## src/rtl/mac_unit.sv

```systemverilog
// Single-stage multiply-accumulate cell for a MAC chain: out = x * w + previous_out, registered.
// Optional MAC_SATURATE_EN clamps out to the signed 8-bit range instead of wrapping.
module mac_unit (
  input  logic       clk,
  input  logic       rst_n,
  input  logic [3:0] x,
  input  logic [7:0] w,
  input  logic [7:0] previous_out,
  input  logic       in_valid,
  output logic [7:0] out,
  output logic       out_valid,
  output logic       ovf
);

  logic signed [12:0] product;
  logic signed [12:0] sum;
  logic               sum_ovf;
  logic        [7:0]  result;

  logic [7:0] out_d,       out_q;
  logic       out_valid_d, out_valid_q;
  logic       ovf_d,       ovf_q;

  // 13 bits hold both the product (-1920..1905) and the sum (-2048..2032) exactly.
  assign product = $signed({9'b0, x}) * $signed({{5{w[7]}}, w});
  assign sum     = product + $signed({{5{previous_out[7]}}, previous_out});

  // The sum fits in 8 bits only if its upper bits all replicate bit 7.
  assign sum_ovf = (sum[12:7] != {6{sum[7]}});

`ifdef MAC_SATURATE_EN
  assign result = sum_ovf ? (sum[12] ? 8'h80 : 8'h7F) : sum[7:0];
`else
  assign result = sum[7:0];
`endif

  // NOTE: every always_comb output gets a default first so no path leaves it unassigned (no latch).
  always_comb begin
    out_d       = out_q;
    ovf_d       = ovf_q;
    out_valid_d = 1'b0;
    if (in_valid) begin
      out_d       = result;
      ovf_d       = sum_ovf;
      out_valid_d = 1'b1;
    end
  end

  // NOTE: state registers use non-blocking assignments so all flops update together on the edge.
  always_ff @(posedge clk or negedge rst_n) begin
    if (!rst_n) begin
      out_q       <= 8'h00;
      out_valid_q <= 1'b0;
      ovf_q       <= 1'b0;
    end else begin
      out_q       <= out_d;
      out_valid_q <= out_valid_d;
      ovf_q       <= ovf_d;
    end
  end

  assign out       = out_q;
  assign out_valid = out_valid_q;
  assign ovf       = ovf_q;

endmodule

```

## config.mk

```make
export PLATFORM = sky130hd
export DESIGN_NAME = mac_unit
export DESIGN_NICKNAME = d
export VERILOG_FILES = /design/src/rtl/mac_unit.sv
export SDC_FILE = /design/constraint.sdc
export NUM_CORES = 1
export LEC_CHECK = 0
export CAP_MARGIN = 20
export CORE_MARGIN = 3
export CORE_UTILIZATION = 25
export CTS_CLUSTER_DIAMETER = 120
export DETAILED_ROUTE_END_ITERATION = 10
export PLACE_DENSITY = 0.49
export SKIP_LAST_GASP = 1
export SLEW_MARGIN = 10
export SYNTH_ARGS = -nofsm -noshare
export SYNTH_HDL_FRONTEND = slang
export SYNTH_SLANG_ARGS = --single-unit
```

## constraint.sdc

```tcl
create_clock -name clk -period 1.33 [get_ports clk]
set_input_delay 0.266 -clock clk [delete_from_list [all_inputs] [get_ports clk]]
set_output_delay 0.266 -clock clk [all_outputs]
set_load 0.03 [all_outputs]
```

==> results of run 1 <==
[worst max path at each step]
| stage | from | endpoint | slack [ps] | cells past startpoint |
|---|---|---|---|---|
| final | previous_out[7] | ovf | -2140 | 15 |
| after global routing | previous_out[7] | ovf | -2310 | 15 |
| after CTS | x[0] | ovf | -2200 | 15 |
| after detailed placement | x[1] | ovf | -2980 | 15 |
| after global placement | x[1] | ovf | -2980 | 15 |
| after floorplan | previous_out[6] | ovf | -2150 | 14 |
[power groups by stage]
stage	Combinational [mW]	Clock (mW)	Sequential (mW)
2_1_floorplan	2.15	0	0.696
3_3_place_gp	3.47	0	0.482
3_5_place_dp	3.48	0	0.484
4_1_cts	3.84	0.383	0.478
5_1_grt	4.66	0.401	0.489
6_report	4.20	0.371	0.478
[metal layers]
layer | global-route usage, % | up-vias | part of all wire [%] | routed length, um
met2 | 19.50 | 29 | 49 | 2160
met4 | 1.203 | 0 | 0.39 | 17
li1 | - | 851 | - | -
met1 | 13.44 | 829 | 46 | 2021
met3 | 1.923 | 2 | 4.2 | 186
met5 | 0 | - | 0 | 0
[cells in the final DEF, fill, tap and decap left out, drive strengths merged, types with 3 or more instances in the layout]
cell type      netlist  routed
nor2b                3       3
clkbuf               2       5
o21a                 3       3
dfrtp               10      10
o21ai                5       5
xnor2                6       6
nand3                3       3
dlygate4sd2          0       9
inv                 46      46
nand2               18      18
buf                  0      65
ha                  25      25
mux2                 5       5
fa                  25      25
a21oi                9       9
mux2i                3       3
and2                20      20
clkdlybuf4s50        0       3
nor2                 6       6
[cell usage after synthesis]
cell	number	share of area [%]
nand4_1	1	0.32
o221ai_2	1	0.77
o21ai_0	5	1.3
nor2_1	6	1.2
nor3_1	2	0.51
nand3_1	3	0.77
nand2_1	17	3.3
and3_1	1	0.32
nand2b_1	1	0.32
mux2i_1	3	1.5
nor2b_1	3	0.97
clkbuf_1	2	0.39
a21oi_1	8	2.1
nand2_2	1	0.32
o21a_1	3	1.2
ha_1	25	16
o22ai_1	1	0.32
a21o_1	2	0.77
fa_1	25	26
xnor3_1	1	1.2
dfrtp_1	10	13
nor4_1	1	0.32
o32ai_1	1	0.45
or4b_1	1	0.51
and2_1	20	6.4
a41o_1	1	0.51
o31a_1	2	0.90
and3_4	1	0.58
xor2_1	1	0.45
or3_1	1	0.32
mux2_2	5	2.9
a21oi_2	1	0.45
inv_1	46	8.9
clkinv_1	1	0.19
or4_1	1	0.39
nor4_4	1	1.1
a211oi_1	1	0.39
o211ai_1	1	0.39
xnor2_1	6	2.7
[through the flow]
stage               setup slack (ps)  std cells
floorplan                      -2153        213
global placement               -2981        378
detailed placement             -2979        378
CTS                            -2200        392
global route                   -2315        394
finish                         -2143        394
[sequential cells by signal (all words and copies together) (netlist names)]
register,cells
ovf,1
out,8
out_valid,1
[final cells by class]
type	count	area, um2	area share [%]
Sequential cell	10	250.2	7.868
Tap cell	99	123.9	3.895
Timing Repair Buffer	80	694.4	21.83
Multi-Input combinational cell	154	1873	58.89
Clock buffer	4	55.05	1.731
Inverter	47	183.9	5.783
[worst max-delay path: stages]
cell           delay (ps)
dlygate4sd2_1         200
inv_2                  50
fa_2                  610
fa_1                  440
fa_1                  530
inv_2                  50
ha_4                  280
buf_4                 120
nand3_1                80
nand2_2                80
mux2i_1               170
nand4_1               130
buf_4                 170
nor4_4                270
o221ai_2              120
[repair_timing]
item / CTS / global route
cloned: 0 / 0
gates resized for setup: 114 / 48
pin swaps: 44 / 33
endpoints found under the setup margin: 15 / 8
setup buffers: 10 / 4
[cell families after synthesis]
| logic type | count (synthesis) | synth area share [%] |
|---|---|---|
| xor+xnor | 8 | 4.311 |
| simple gates | 61 | 17.63 |
| compound gates | 27 | 9.460 |
| buf+inv | 49 | 9.460 |
| fa+ha+maj | 50 | 41.83 |
| mux | 8 | 4.440 |
| flops | 10 | 12.87 |
==> metrics.txt, run 1 <==
Mean Syn Cell Area=9.128 um2; Core Util, Final=42.93%; Clock Skew=0 ps; initial antenna violation count=0; Die Area=8872 um2; Worst R2R Start=out[5]; post-synthesis sequential area ratio=12.87%; Std-Cell Rows=31; Critical Path AT=3580 ps; nature of the critical path startpoint=primary input; R2R cell count=1; DR DRC count=0; Setup Viol. Count Final=8; status=finished, violations left; failing checks=setup timing; R2R Path End=out[5]; Worst-Margin Slew=433.5 ps; overall fraction of global-route tracks in use=10.69%; Hold Vio Cnt, Final=0; hold_ws=341.3 ps; Initial Utilization=26.25%; hpwl dp=3603 um; Area Overhead vs Synth=63.58%; hold crit path type=in -> async; combinational power share=83.2%; Setup TNS=-10650 ps; vias in the first global route=1796; max-slew violation count=0; Max Clk Rate=0.2879 GHz; filler cell count=740; CTS tree=yes; Leak Pwr=1.507 nW; Slew HR=71.01%; Worst Path Max Fanout=5; clock-pin slew on the worst setup and hold paths=50 ps; share of cells above drive strength 1=50.17%; Syn Inst Count=213; H-tree levels=1; I/O Pins=33; Internal=2.932 mW; ant diodes=0; PortBufs=32; Tcrit/Tclk final=261.2%; number of CTS-inserted buffers=3; yosys warns=0; Nets=369; RePlAce Congestion=0.7744; Horiz. Die Dim=94.19 um; Max-Cap Viols=0; Synth Cell Area=1944 um2; sequential share of power=9.5%; Avg WL per Cell=11.13 um; Core Region=7408 um2; largest net degree at the start of global routing=11; r2r setup slk=580 ps; worst-skew pair later-pin latency=230 ps; Hold-fix buffers, CTS=0; Total Routed Length=4386 um; Post-DRT Antenna Nets=0; min setup slack post-route=-2143 ps; Detailed Routing Iterations Pass 1=4; starting DRC count in detailed routing=49; Clock power frac=7.3%; synthesized net count=286; Sw Share=41.92%; DIE HEIGHT=94.19 um; clock root buffer=clkbuf_8; PwrDens=1587 nW/um2; total power=5.048 mW; CP endpoint kind=flop; NetSw=2.116 mW; RSZ-0062 raised after global routing=yes; Via Count=1711; gr ovfl total=0; CP required=1430 ps; area of placed instances=2760 um2; fin crit period=3473 ps; number of synthesized register bits=10; Sink Count=10; count of different cell masters after synthesis=39; post-route cell area=3181 um2; first-pass GRT wire length=7783 um; Setup CP Type=in -> reg; maximum VDD drop=0.6378 mV; vias per cell=4.343; CTS Buffer Depth=2
Note: power is estimated with default switching activity, not from simulation.
==> inputs of run 2 (changes only) <==
- CTS_BUF_LIST: default -> sky130_fd_sc_hd__clkbuf_8
- RECOVER_POWER: default -> 50
==> run 2 against run 1 <==
  * The run still ends with setup timing left
  * Routed wire length stayed put
  * Sequential cell count did not move
  * Sequential power barely moved
  * Register-to-register slack barely moved
  * Setup slack is the same
  * Combinational power about the same
  * Final area fell by 0.12%
  * First-iteration DRC count unchanged
  * Maximum frequency stayed put
  * Final cell count unchanged
  * Utilization is 0.051 points lower
  * Critical endpoint unchanged
  * Largest power group unchanged
==> metrics.txt, run 2 (synthesis results as in run 1) <==
status=finished, violations left; failing checks=setup timing; Detailed Routing Iterations Pass 1=4 (unchanged); hpwl dp=3603 um (unchanged); Post-Layout Cell Count=394 (unchanged); filler cell count=742 (+0.27%); Core Region=7408 um2 (unchanged); Setup crit start=previous_out[7]; DIE HEIGHT=94.19 um (unchanged); clock root buffer=clkbuf_8; gr ovfl total=0 (unchanged); Clock Skew=0 ps (unchanged); DR DRC count=0 (unchanged); fin crit period=3473 ps (unchanged); worst setup path endpoint=ovf; most frequent cells in the layout=44 x buf_4, 30 x inv_1, 21 x fa_1, 15 x and2_1, 15 x inv_2; area of placed instances=2760 um2 (unchanged); Setup CP Type=in -> reg; vias per cell=4.335 (-0.18%); Worst R2R Start=out[5]; overall fraction of global-route tracks in use=10.69% (unchanged); R2R Path End=out[5]; min setup slack post-route=-2143 ps (unchanged); worst-skew pair later-pin latency=230 ps (about the same); commonest non-fill, non-tap cell in the layout=buf_4; PortBufs=32 (unchanged); Std-Cell Rows=31 (unchanged); Die Area=8872 um2 (unchanged); Horiz. Die Dim=94.19 um (unchanged); I/O Pins=33 (unchanged); Max-Cap Viols=0 (unchanged); number of flip-flops under the largest register name=8 (unchanged); hold crit path type=in -> async; max-slew violation count=0 (unchanged); RSZ-0062 raised after global routing=yes; share of cells above drive strength 1=49.83% (-0.34 points); first-pass GRT wire length=7783 um (unchanged); Setup Viol. Count Final=9 (+1); Max Clk Rate=0.2879 GHz (unchanged); H-tree levels=1 (unchanged); number of CTS-inserted buffers=3 (unchanged); Core Util, Final=42.88% (-0.051 points); clock-pin slew on the worst setup and hold paths=50 ps (about the same); Worst Path Max Fanout=5 (unchanged); post-route cell area=3177 um2 (-0.12%); Total Routed Length=4386 um (unchanged); Sequential cell area=250.2 um2 (unchanged); RePlAce Congestion=0.7744 (unchanged); Setup TNS=-10690 ps (-34.20 ps); maximum VDD drop=0.6378 mV (about the same); CTS Buffer Depth=2 (unchanged); Critical Path AT=3580 ps (about the same); CP required=1430 ps (about the same); largest net degree at the start of global routing=11 (unchanged); PwrDens=1589 nW/um2 (about the same); starting DRC count in detailed routing=49 (unchanged); Worst-Margin Slew=438.6 ps (+5.109 ps); r2r setup slk=580 ps (about the same); CTS tree=yes; Tcrit/Tclk final=261.2% (unchanged); nature of the critical path startpoint=primary input; Sink Count=10 (unchanged); R2R cell count=1 (unchanged); Initial Utilization=26.25% (unchanged); Slew HR=70.67% (-0.35 points); CP endpoint kind=flop; Post-DRT Antenna Nets=0 (unchanged); Hold Vio Cnt, Final=0 (unchanged); initial antenna violation count=0 (unchanged); ant diodes=0 (unchanged); vias in the first global route=1796 (unchanged); Area Overhead vs Synth=63.38%; Leak Pwr=1.504 nW (-0.22%); Via Count=1708 (-0.18%); area of the multi-input gates=1873 um2 (unchanged); Nets=369 (unchanged); Avg WL per Cell=11.13 um (unchanged); Placed Cells incl. Taps=378 (unchanged)
run 2: final cells by class:
| type | instances | area share [%] |
|---|---|---|
| Timing Repair Buffer | 80 | 21.74 |
| Clock buffer | 4 | 1.733 |
| Inverter | 47 | 5.790 |
| Tap cell | 99 | 3.899 |
| Sequential cell | 10 | 7.877 |
| Multi-Input combinational cell | 154 | 58.96 |
run 2: worst min path at each step:
stage	start	endpoint	slack, ps	cells past startpoint
2_1_floorplan	rst_n	out[0]	-30	0
5_1_grt	rst_n	out[1]	450	1
4_1_cts	rst_n	out[1]	350	1
6_report	rst_n	out[1]	410	1
3_5_place_dp	out[3]	out[3]	470	2
3_3_place_gp	out[3]	out[3]	470	2
run 2: critical path, stage by stage:
cell and delay, ps:
dlygate4sd2_1 200, inv_2 50, fa_2 610, fa_1 440
fa_1 530, inv_2 50, ha_4 280, buf_4 120
nand3_1 80, nand2_2 80, mux2i_1 170, nand4_1 130
buf_4 170, nor4_4 270, o221ai_2 120
run 2: power by group:
group          internal [mW]  leakage (nW)  switching (mW)
registers              0.418         0.117          0.0608
clock network          0.260        0.0288           0.112
logic                   2.25          1.36            1.94
total                   2.93          1.50            2.12
run 2: repair_timing:
action	4_1_cts	5_1_grt
gates resized for setup	114	48
setup buffers	10	4
hold buffers	0	0
pin swaps	44	33
endpoints found under the setup margin	15	8
gates cloned	0	0
run 2: per-layer routing:
metal | global-route usage (%) | wire length, um | vias up
met5 | 0 | 0 | -
met1 | 13.44 | 2021 | 827
li1 | - | - | 850
met3 | 1.923 | 186 | 2
met2 | 19.50 | 2161 | 29
met4 | 1.203 | 17 | 0
run 2: per-stage QoR:
| step | total power [mW] | setup slack [ps] | hold slack (ps) |
|---|---|---|---|
| 2_1_floorplan | 2.847 | -2153 | -29.59 |
| 3_3_place_gp | 3.947 | -2981 | 474.6 |
| 3_5_place_dp | 3.961 | -2979 | 474.7 |
| 4_1_cts | 4.701 | -2200 | 353.9 |
| 5_1_grt | 5.552 | -2315 | 453.7 |
| 6_report | 5.046 | -2143 | 411.5 |
==> inputs of run 3 (changes only) <==
- CORE_UTILIZATION: 25 -> 55
- PLACE_DENSITY: 0.49 -> 0.87
- TNS_END_PERCENT: default -> 100
==> run 3 against run 2 <==
  * The run now fails in global routing
  * Synthesized area unchanged
  * Synthesized cell count stayed put
==> metrics.txt, run 3 <==
hpwl dp=4273 um (+19%); Post-synth EDFFs=0 (unchanged); Synth Flop Type=dfrtp_1; count of different cell masters after synthesis=39 (unchanged); RePlAce Congestion=0.8246 (+6.5%); largest net degree at the start of global routing=11; clock root buffer=clkbuf_8; synthesized net count=286 (unchanged); Syn Inst Count=213 (unchanged); DIE HEIGHT=65.46 um (-31%); H-tree levels=1 (unchanged); worst ep type=register input; error msg=[ERROR DPL-0038] Utilization greater than 100%, impossible to legalize; top post-synthesis cells by area=fa_1 26%, ha_1 16%, dfrtp_1 13%, inv_1 8.9%, and2_1 6.4%; Post-synth ARST share=100.0% (unchanged); CTS Buffer Depth=2 (unchanged); PortBufs=32 (unchanged); post-synth top area cell=fa_1; Synth Cell Area=1944 um2 (unchanged); Last stage=global routing; yosys warns=0 (unchanged); Synth top area share=25.74% (unchanged); number of synthesized register bits=10 (unchanged); status=stopped before the end; Initial Utilization=60.70% (+34 points); Sink Count=10 (unchanged); Mean Syn Cell Area=9.128 um2 (unchanged); post-synthesis sequential area ratio=12.87% (unchanged); I/O Pins=33 (unchanged); most common cell in the synthesized netlist=inv_1; top post-synthesis cells by count=46 x inv_1, 25 x fa_1, 25 x ha_1; number of CTS-inserted buffers=3 (unchanged); Horiz. Die Dim=65.46 um (-31%); Std-Cell Rows=20 (-35%); Placed Cells incl. Taps=323 (-15%); area of placed instances=2699 um2 (-2.2%); worst endpoint after global-route timing repair=ovf$_DFFE_PN0P_/D
## run 3: kinds of logic after synthesis
| kind of cell | after synthesis | synth area share (%) |
|---|---|---|
| and+or+nand+nor | 61 | 17.63 |
| buffers and inverters | 49 | 9.460 |
| xor gates and xnor gates | 8 | 4.311 |
| adders and majority gates | 50 | 41.83 |
| DFF | 10 | 12.87 |
| AOI/OAI and AO/OA | 27 | 9.460 |
| muxes | 8 | 4.440 |
## run 3: what timing repair did
| action | CTS |
|---|---|
| hold buffers | 0 |
| setup buffers | 15 |
| pin swaps | 50 |
| resized for setup | 116 |
| endpoints found under the setup margin | 18 |
## run 3: through the flow
step | worst slack [ps] | hold slack (ps) | util, % | setup TNS [ps]
2_1_floorplan | -2153 | -29.59 | - | -10010
3_3_place_gp | -2885 | 463.8 | 84.26 | -17360
3_5_place_dp | -3010 | 472.4 | 84.26 | -17930
4_1_cts | -2262 | 356.5 | 93.24 | -11350
==> inputs of run 4 (changes only) <==
- CORE_UTILIZATION: 55 -> 40
- CTS_BUF_LIST: sky130_fd_sc_hd__clkbuf_8 -> default
- CTS_CLUSTER_DIAMETER: 120 -> default
- PLACE_DENSITY: 0.87 -> default
- PLACE_DENSITY_LB_ADDON: default -> 0.15
==> run 4 against run 3 <==
  * The flow now finishes, with violations (setup timing)
==> metrics.txt, run 4 (synthesis results as in run 1) <==
Via Count=1682; filler cell count=383; CP required=1480 ps; gr ovfl total=0; Avg WL per Cell=12.22 um; Sink Count=10 (unchanged); Worst R2R Start=out[5]; area of the multi-input gates=1822 um2; RSZ-0062 raised after global routing=yes; commonest non-fill, non-tap cell in the layout=buf_4; Worst Path Max Fanout=6; vias per cell=4.738; Slew HR=69.87%; combinational power share=83.7%; H-tree levels=1 (unchanged); Core Util, Final=67.22%; first-pass GRT wire length=7514 um; starting DRC count in detailed routing=32; worst-skew pair later-pin latency=230 ps; overall fraction of global-route tracks in use=16.74%; Std-Cell Rows=24 (+20%); initial antenna violation count=0; CP endpoint kind=flop; CTS Buffer Depth=2 (unchanged); post-route cell area=3048 um2; ant diodes=0; Clock power frac=6.4%; Critical-path top delay cell=fa_1; I/O Pins=33 (unchanged); sequence of cells on the critical path=buf_12 -> nand2_4 -> fa_1 -> inv_2 -> fa_1 -> inv_2 -> fa_1 -> inv_2 -> ha_4 -> a21oi_2 -> nand2_2 -> or4b_1 -> and3_4 -> a41o_1 -> o221ai_2; DR DRC count=0; failing checks=setup timing; area of placed instances=2715 um2 (+0.60%); CTS tree=yes; Critical Path AT=3580 ps; RePlAce Congestion=0.8202 (-0.53%); Worst path max stage delay=520 ps; Internal=2.698 mW; Hold Vio Cnt, Final=0; critical path's top delay family=adder cells; Setup crit start=x[1]; hold crit path type=in -> async; status=finished, violations left; sequential share of power=9.9%; nature of the critical path startpoint=primary input; Area Overhead vs Synth=56.76%; Total Routed Length=4339 um; Nets=365; Tcrit/Tclk final=258.3%; Die Area=5734 um2; Bufs and invs on worst path=4; Max-Cap Viols=0; Core Region=4534 um2; most frequent cells in the layout=36 x buf_4, 33 x inv_1, 23 x fa_1, 16 x and2_1, 13 x ha_1; Post-DRT Antenna Nets=0; largest net degree at the start of global routing=11; worst slack at placement=-2945 ps (+64.60 ps); clock root buffer=clkbuf_8; Sequential cell area=250.2 um2; Sw Share=43.03%; vias in the first global route=1826; maximum VDD drop=0.9958 mV; Setup Viol. Count Final=9; clock-pin slew on the worst setup and hold paths=40 ps; Horiz. Die Dim=75.72 um (+16%); Clock Skew=0 ps; PortBufs=32 (unchanged); number of flip-flops under the largest register name=8; Max Clk Rate=0.2911 GHz; NetSw=2.037 mW; Initial Utilization=42.88% (-18 points); hpwl dp=3527 um (-17%); Detailed Routing Iterations Pass 1=4; max-slew violation count=0; Leak Pwr=1.471 nW; Setup CP Type=in -> reg; min setup slack post-route=-2105 ps; share of cells above drive strength 1=44.83%; PwrDens=1554 nW/um2; Worst-Margin Slew=450.5 ps; fin crit period=3435 ps; DIE HEIGHT=75.72 um (+16%); number of CTS-inserted buffers=3 (unchanged)
## run 4: layer usage
| metal | vias up | global-route usage (%) | wire length (um) |
|---|---|---|---|
| met2 | 21 | 31.54 | 2359 |
| met1 | 817 | 20.80 | 1850 |
| li1 | 842 | - | - |
| met5 | - | 0 | 0 |
| met4 | 0 | 1.165 | 21 |
| met3 | 2 | 2.770 | 108 |
## run 4: area by class of cell
cell class / count / share of cell area (%)
multi-input combinational: 154 / 59.77
inverter: 47 / 6.034
tap: 65 / 2.668
clock buffer: 3 / 1.355
timing repair buffer: 76 / 21.96
sequential: 10 / 8.210
## run 4: path summary, 6_finish.rpt
check	end	slack, ps	cells past startpoint
setup / recovery	ovf	-2110	15
hold / removal	out[4]	420	1
hold reg to reg	out[6]	470	1
min in group clk	out[6]	470	1
setup reg to reg	out[5]	580	1
max in group asynchronous	out_valid	600	1
## run 4: timing repair
action,CTS,global route
pin swaps,48,32
setup endpoints to repair,17,8
gates resized for setup,130,17
hold buffers,0,0
buffers inserted,10,1
## run 4: per-stage QoR
step / power (mW) / instances / setup TNS (ps) / hold WS [ps]
after floorplan: 2.847 / 213 / -10010 / -29.59
after global placement: 3.873 / 343 / -17600 / 466.6
after detailed placement: 3.937 / 343 / -17830 / 472.3
after CTS: 4.692 / 354 / -10620 / 364.3
after global routing: 5.191 / 355 / -11210 / 454.0
final: 4.735 / 355 / -10400 / 422.1
## run 4: power by group through the flow
stage	registers (mW)	clock network, mW	logic (mW)
3_3_place_gp	0.474	0	3.40
4_1_cts	0.470	0.309	3.91
3_5_place_dp	0.477	0	3.46
6_report	0.469	0.301	3.97
5_1_grt	0.482	0.321	4.39
2_1_floorplan	0.696	0	2.15
